### src/rtl/calc_pkg.sv
// Shared command codes and FSM state type for the calculator front end and core.
package calc_pkg;

  localparam int CMD_W    = 3;
  localparam int NUM_KEYS = 4;

  typedef enum logic [CMD_W-1:0] {
    CMD_NONE   = 3'd0,
    CMD_CLEAR  = 3'd1,
    CMD_RESULT = 3'd2,
    CMD_ADD    = 3'd3,
    CMD_SUB    = 3'd4,
    CMD_MULT   = 3'd5,
    CMD_DIV    = 3'd6
  } cmd_e;

  typedef enum logic {
    ST_IDLE = 1'b0,
    ST_PEND = 1'b1
  } state_e;

  // Command issued by a press of key_idx; control mode only uses KEY0 and KEY3.
  function automatic cmd_e key_to_cmd(input logic [1:0] key_idx, input logic ctrl_mode);
    cmd_e c;
    c = CMD_NONE;
    if (ctrl_mode) begin
      case (key_idx)
        2'd0:    c = CMD_CLEAR;
        2'd3:    c = CMD_RESULT;
        default: c = CMD_NONE;
      endcase
    end else begin
      case (key_idx)
        2'd0:    c = CMD_DIV;
        2'd1:    c = CMD_MULT;
        2'd2:    c = CMD_SUB;
        default: c = CMD_ADD;
      endcase
    end
    return c;
  endfunction

endpackage

### src/rtl/key_debounce.sv
// One push-button: 2-flop synchroniser, stability counter, accepted level
// and a single-cycle pulse on each accepted press.
module key_debounce #(
  parameter int DEBOUNCE_CYCLES = 500000
) (
  input  logic clk_i,
  input  logic rst_i,
  input  logic key_n_i,
  output logic pressed_o,
  output logic press_o
);

  localparam int                CNT_W    = $clog2(DEBOUNCE_CYCLES);
  localparam logic [CNT_W-1:0]  CNT_LAST = CNT_W'(DEBOUNCE_CYCLES - 1);

  logic             sync1_q, sync2_q;
  logic [CNT_W-1:0] cnt_q, cnt_d;
  logic             level_q, level_d;
  logic             press_q, press_d;
  logic             raw_pressed;

  assign raw_pressed = ~sync2_q;
  assign pressed_o   = level_q;
  assign press_o     = press_q;

  // Synchronise the raw pin; resets to released (high).
  always_ff @(posedge clk_i or posedge rst_i) begin
    if (rst_i) begin
      sync1_q <= 1'b1;
      sync2_q <= 1'b1;
    end else begin
      sync1_q <= key_n_i;
      sync2_q <= sync1_q;
    end
  end

  // Count consecutive differing cycles; flip the accepted level on the last one.
  always_comb begin
    cnt_d   = cnt_q;
    level_d = level_q;
    press_d = 1'b0;
    if (raw_pressed == level_q) begin
      cnt_d = '0;
    end else if (cnt_q == CNT_LAST) begin
      cnt_d   = '0;
      level_d = raw_pressed;
      press_d = raw_pressed;
    end else begin
      cnt_d = cnt_q + 1'b1;
    end
  end

  // Debounce state registers.
  always_ff @(posedge clk_i or posedge rst_i) begin
    if (rst_i) begin
      cnt_q   <= '0;
      level_q <= 1'b0;
      press_q <= 1'b0;
    end else begin
      cnt_q   <= cnt_d;
      level_q <= level_d;
      press_q <= press_d;
    end
  end

endmodule

### src/rtl/key_cmd_issuer.sv
// Turns debounced key presses into single-entry valid/ready calculator commands.
module key_cmd_issuer
  import calc_pkg::*;
#(
  parameter int DEBOUNCE_CYCLES = 500000,
  parameter int W               = 11
) (
  input  logic             CLOCK_50,
  input  logic             reset,
  input  logic [3:0]       KEY,
  input  logic             mode,
  input  logic [W-1:0]     operand_in,
  input  logic             cmd_ready,
  output logic             cmd_valid,
  output logic [CMD_W-1:0] cmd,
  output logic [W-1:0]     operand,
  output logic [3:0]       key_pressed,
  output logic             overrun
);

  logic         mode_s1_q, mode_s_q;
  logic [W-1:0] opnd_s1_q, opnd_s_q;
  logic [NUM_KEYS-1:0] press;
  logic [NUM_KEYS-1:0] level;

  cmd_e   sel_cmd, cand_cmd;
  logic   new_vld, drop_multi;

  state_e       state_q;
  logic         cmd_valid_q;
  cmd_e         cmd_q;
  logic [W-1:0] operand_q;
  logic         overrun_q;

  // Synchronise mode and operand switches.
  always_ff @(posedge CLOCK_50 or posedge reset) begin
    if (reset) begin
      mode_s1_q <= 1'b0;
      mode_s_q  <= 1'b0;
      opnd_s1_q <= '0;
      opnd_s_q  <= '0;
    end else begin
      mode_s1_q <= mode;
      mode_s_q  <= mode_s1_q;
      opnd_s1_q <= operand_in;
      opnd_s_q  <= opnd_s1_q;
    end
  end

  for (genvar g = 0; g < NUM_KEYS; g++) begin : g_key
    key_debounce #(
      .DEBOUNCE_CYCLES(DEBOUNCE_CYCLES)
    ) u_db (
      .clk_i    (CLOCK_50),
      .rst_i    (reset),
      .key_n_i  (KEY[g]),
      .pressed_o(level[g]),
      .press_o  (press[g])
    );
  end

  // Lowest-index press that maps to a command wins; other command presses are dropped.
  always_comb begin
    sel_cmd    = CMD_NONE;
    cand_cmd   = CMD_NONE;
    new_vld    = 1'b0;
    drop_multi = 1'b0;
    for (int unsigned k = 0; k < NUM_KEYS; k++) begin
      cand_cmd = key_to_cmd(2'(k), mode_s_q);
      if (press[k] && (cand_cmd != CMD_NONE)) begin
        if (!new_vld) begin
          new_vld = 1'b1;
          sel_cmd = cand_cmd;
        end else begin
          drop_multi = 1'b1;
        end
      end
    end
  end

  // Single-entry command holder: IDLE/PEND handshake FSM with sticky overrun.
  always_ff @(posedge CLOCK_50 or posedge reset) begin
    if (reset) begin
      state_q     <= ST_IDLE;
      cmd_valid_q <= 1'b0;
      cmd_q       <= CMD_NONE;
      operand_q   <= '0;
      overrun_q   <= 1'b0;
    end else begin
      if (drop_multi) overrun_q <= 1'b1;
      case (state_q)
        ST_IDLE: begin
          if (new_vld) begin
            state_q     <= ST_PEND;
            cmd_valid_q <= 1'b1;
            cmd_q       <= sel_cmd;
            operand_q   <= opnd_s_q;
          end
        end
        ST_PEND: begin
          if (cmd_ready) begin
            // Transfer and a fresh press in one cycle: reload and stay pending.
            if (new_vld) begin
              cmd_q     <= sel_cmd;
              operand_q <= opnd_s_q;
            end else begin
              state_q     <= ST_IDLE;
              cmd_valid_q <= 1'b0;
            end
          end else if (new_vld) begin
            overrun_q <= 1'b1;
          end
        end
      endcase
    end
  end

  assign cmd_valid   = cmd_valid_q;
  assign cmd         = cmd_q;
  assign operand     = operand_q;
  assign key_pressed = level;
  assign overrun     = overrun_q;

endmodule

### config.mk
export PLATFORM = sky130hd
export DESIGN_NAME = key_cmd_issuer
export DESIGN_NICKNAME = d
export VERILOG_FILES = /design/src/rtl/calc_pkg.sv /design/src/rtl/key_debounce.sv /design/src/rtl/key_cmd_issuer.sv
export SDC_FILE = /design/constraint.sdc
export NUM_CORES = 1
export LEC_CHECK = 0
export ABC_AREA = 1
export ABC_CLOCK_PERIOD_IN_PS = 1900
export CAP_MARGIN = 20
export CORE_ASPECT_RATIO = 1.5
export CORE_MARGIN = 8
export CORE_UTILIZATION = 55
export DETAILED_ROUTE_END_ITERATION = 8
export GPL_TIMING_DRIVEN = 0
export PLACE_DENSITY = 0.8
export SLEW_MARGIN = 10
export SYNTH_ARGS = -nofsm -noshare
export SYNTH_HDL_FRONTEND = slang
export SYNTH_HIERARCHICAL = 1
export SYNTH_SLANG_ARGS = --single-unit
### constraint.sdc
create_clock -name CLOCK_50 -period 1.9 [get_ports CLOCK_50]
set_clock_uncertainty 0.1 [all_clocks]
set_input_delay 0.38 -clock CLOCK_50 [delete_from_list [all_inputs] [get_ports CLOCK_50]]
set_output_delay 0.38 -clock CLOCK_50 [all_outputs]
set_load 0.02 [all_outputs]
==> results by group, run 1 <==
Clock network
  • Clock-pin slew on the worst setup and hold paths: 0.07 ns
  • H-tree lvl count: 4
  • Clk sinks: 133
  • Post-CTS Hold Buffers: 0
  • CTS tree: built
  • Worst skew pair latency: 0.42 ns
  • Clock buffer depth: 2
  • Num CTS Buffers: 17
  • Clock root cell: clkbuf_16

Power
  • Total power draw: 6.397 mW
  • LEAKAGE: 3.473 nW
  • Worst ir drop on vdd: 609.3 uV
  • Power Density: 817.9 mW/mm^2

Timing
  • RSZ-0062 raised after global routing: no
  • FMAX: 537.5 MHz
  • Final Hold Vio Count: 0
  • Finish-stage setup viols: 0
  • Setup_tns: 0 ns
  • Slew Limit Fails: 0
  • Relative slew slack: 40.51%
  • Final worst-path cycle share: 97.92%
  • Tightest Pin Transition: 0.8914 ns
  • Final Critical Period: 1.860 ns

Detailed routing
  • Antenna Nets Post-Route: 0
  • Drt pass-1 iters: 5
  • # DRC: 0
  • Vias: 5026
  • First DRT Iteration DRCs: 224
  • Vias per cell: 5.165
  • Final wirelength: 13470 um
  • DR WL/cell: 13.84 um

Floorplan
  • Die height: 150.5 um
  • I/O pin count: 39
  • Die area: 0.01590 mm^2
  • Core Region: 0.01189 mm^2
  • Die Wd: 105.7 um
  • Initial core utilization: 55.76%
  • Site Rows: 49

Logic synthesis
  • Yosys cell types: 32
  • Warnings from Yosys: 6
  • Sequential fraction of the synthesis area: 50.33%
  • Syn Nets: 777
  • Mapped Area: 0.006633 mm^2
  • Asr flop ratio synth: 100.0%
  • Syn Area/Cell: 8.843 um^2
  • Number of synthesized flops with an enable pin: 0
  • Main flop type after synthesis: dfrtp_1
  • Synth Instances: 750
  • Yosys reg bits: 133

Setup path
  • Setup Crit Path Kind: reg -> out
  • Data arrival, critical path: 1.38 ns
  • CP max-delay cell: clkdlybuf4s50_1
  • CP startpoint kind: flip-flop
  • Worst Setup End Kind: output port
  • CP bufs+invs: 1
  • R2R Path Start: g_key[2].u_db/cnt_q[0]$_DFF_PP0_
  • CP Cell Sequence: clkdlybuf4s50_1
  • Worst EP required: 1.42 ns
  • CP top delay family: buffers and inverters
  • Slowest stage delay, CP: 0.61 ns
  • Max FO, Critical Path: 2
  • Worst r2r path cells: 6
  • Reg2reg setup slack: 0.29 ns
  • FF-to-FF End: g_key[2].u_db/cnt_q[8]$_DFF_PP0_

Cells and area
  • Finished Layout Cells: 973
  • Final net count: 834
  • Diodes inserted: 0
  • Synth-to-layout area growth: 17.92%
  • Number of filler cells placed in the layout: 926
  • Share of cells above drive strength 1: 19.76%

Min path
  • Hold/Removal Path Class: reg -> reg
  • Hold Path Origin: opnd_s1_q[1]$_DFF_PP0_
  • Hold Path Stages: 0
  • Worst Hold Path EP: opnd_s_q[1]$_DFF_PP0_

Global route
  • Initial antenna violation count: 0
  • Vias in the first global route: 5189
  • First-pass GRT wire length: 23340 um
  • Pin count of the biggest net entering global routing: 42
  • Gr usage total: 18.04%
  • Total grt overflow: 0

Placed design
  • Dpl cells: 941
  • Placer Congestion: 0.9135
  • HPWL after detailed placement: 9680 um
  • PortBufs: 38

Run
  • Max-Cap Viols: 0

Outcome
  • Result of the run: complete, no violations
state kept, by name, indices dropped and copies added (netlist names), 3 cells and up:
| signal | flops |
|---|---|
| g_key.u_db/sync2_q | 4 |
| g_key.u_db/press_o | 4 |
| g_key.u_db/cnt_q | 76 |
| operand | 11 |
| opnd_s_q | 11 |
| g_key.u_db/pressed_o | 4 |
| g_key.u_db/sync1_q | 4 |
| opnd_s1_q | 11 |
| cmd | 3 |
how the worst max path moves through the flow:
stage	start	end	slack [ns]	depth (start not counted)
finish	operand[3]$_DFFE_PP0P_	operand[3]	0.04	1
global route	operand[3]$_DFFE_PP0P_	operand[3]	0.001	1
CTS	operand[6]$_DFFE_PP0P_	operand[6]	0.003	1
detailed placement	reset	g_key[1].u_db/cnt_q[8]$_DFF_PP0_	0.08	2
global placement	reset	opnd_s1_q[2]$_DFF_PP0_	-0.40	2
floorplan	reset	cmd[0]$_DFFE_PP0P_	0.47	1
cell usage after synthesis, drive strengths merged, types with 8 or more instances:
cell   number  share of area [%]
a21oi      17                1.5
dfrtp     125                 47
dfstp       8                3.2
ha          8                1.5
inv        84                4.8
nand2     182                 12
nand3      52                5.0
nand4      13                1.2
nor2      181                 14
nor3        8               0.60
nor3b       9                1.3
o21ai      15                1.1
xnor2      12                2.0
xor2       20                2.6
power by group:
group / total, mW / switching [mW] / internal [mW]
Combinational: 0.203 / 0.132 / 0.0713
Sequential: 2.93 / 0.0335 / 2.90
Clock: 3.26 / 1.38 / 1.89
Total: 6.40 / 1.54 / 4.86
routing by layer:
layer / share of wire (%) / GRT usage (%) / vias up
met5: 0 / 0 / -
met4: 2.0 / 7.986 / 0
met3: 4.1 / 4.627 / 29
met2: 55 / 33.80 / 134
met1: 39 / 18.29 / 2394
li1: - / - / 2469
layout by cell type, fill, tap and decap left out, drive strengths merged, types with 8 or more instances in the layout:
master         count
nand2            182
nor2             181
dfrtp            125
inv               96
nand3             52
clkdlybuf4s50     24
xor2              20
clkbuf            17
a21oi             17
o21ai             15
nand4             13
xnor2             12
dlymetal6s2s      10
nor3b              9
ha                 8
nor3               8
dfstp              8
metrics by stage:
step / instance area, um^2 / util, % / hold slack [ns] / setup slack [ns]
after floorplan: 6633 / - / 0.2312 / 0.4740
after global routing: 7821 / 65.76 / 0.2524 / 0.001406
after global placement: 7204 / 60.57 / 0.2340 / -0.4001
after CTS: 7796 / 65.55 / 0.2502 / 0.003107
final: 7821 / 65.76 / 0.2487 / 0.03951
after detailed placement: 7204 / 60.57 / 0.2347 / 0.08341
layout make-up:
cell class                      count  area, um^2  area share, %
Sequential cell                   133        3338          42.68
Multi-Input combinational cell    531        2948          37.69
Clock buffer                       17       425.4          5.439
Timing Repair Buffer               38       400.4          5.119
Inverter                           84       315.3          4.031
Tap cell                          153       191.4          2.448
Clock inverter                     15       171.4          2.192
Buffer                              2       31.28         0.3999
cells by family (layout without fill, tap and decap cells):
kind of cell / count (synthesis) / count (layout) / share of synthesized area, %
fa+ha+maj: 8 / 8 / 1.509
compound gates: 45 / 45 / 4.037
flops: 133 / 133 / 50.33
xor+xnor: 32 / 32 / 4.678
simple gates: 446 / 446 / 34.22
buf+inv: 86 / 156 / 5.225
timing repair:
item                                    4_1_cts  5_1_grt
hold endpoints to repair                      0        0
endpoints found under the setup margin        4       10
resized for setup                             4       10
setup buffers                                 0        0
Power figures use the tool's default switching activity.
==> run 2, diff against run 1 <==
CTS_CLUSTER_DIAMETER = 40   (was unset)
==> results of run 2 <==
Final layout, timing and power as in run 1 (identical DEF).
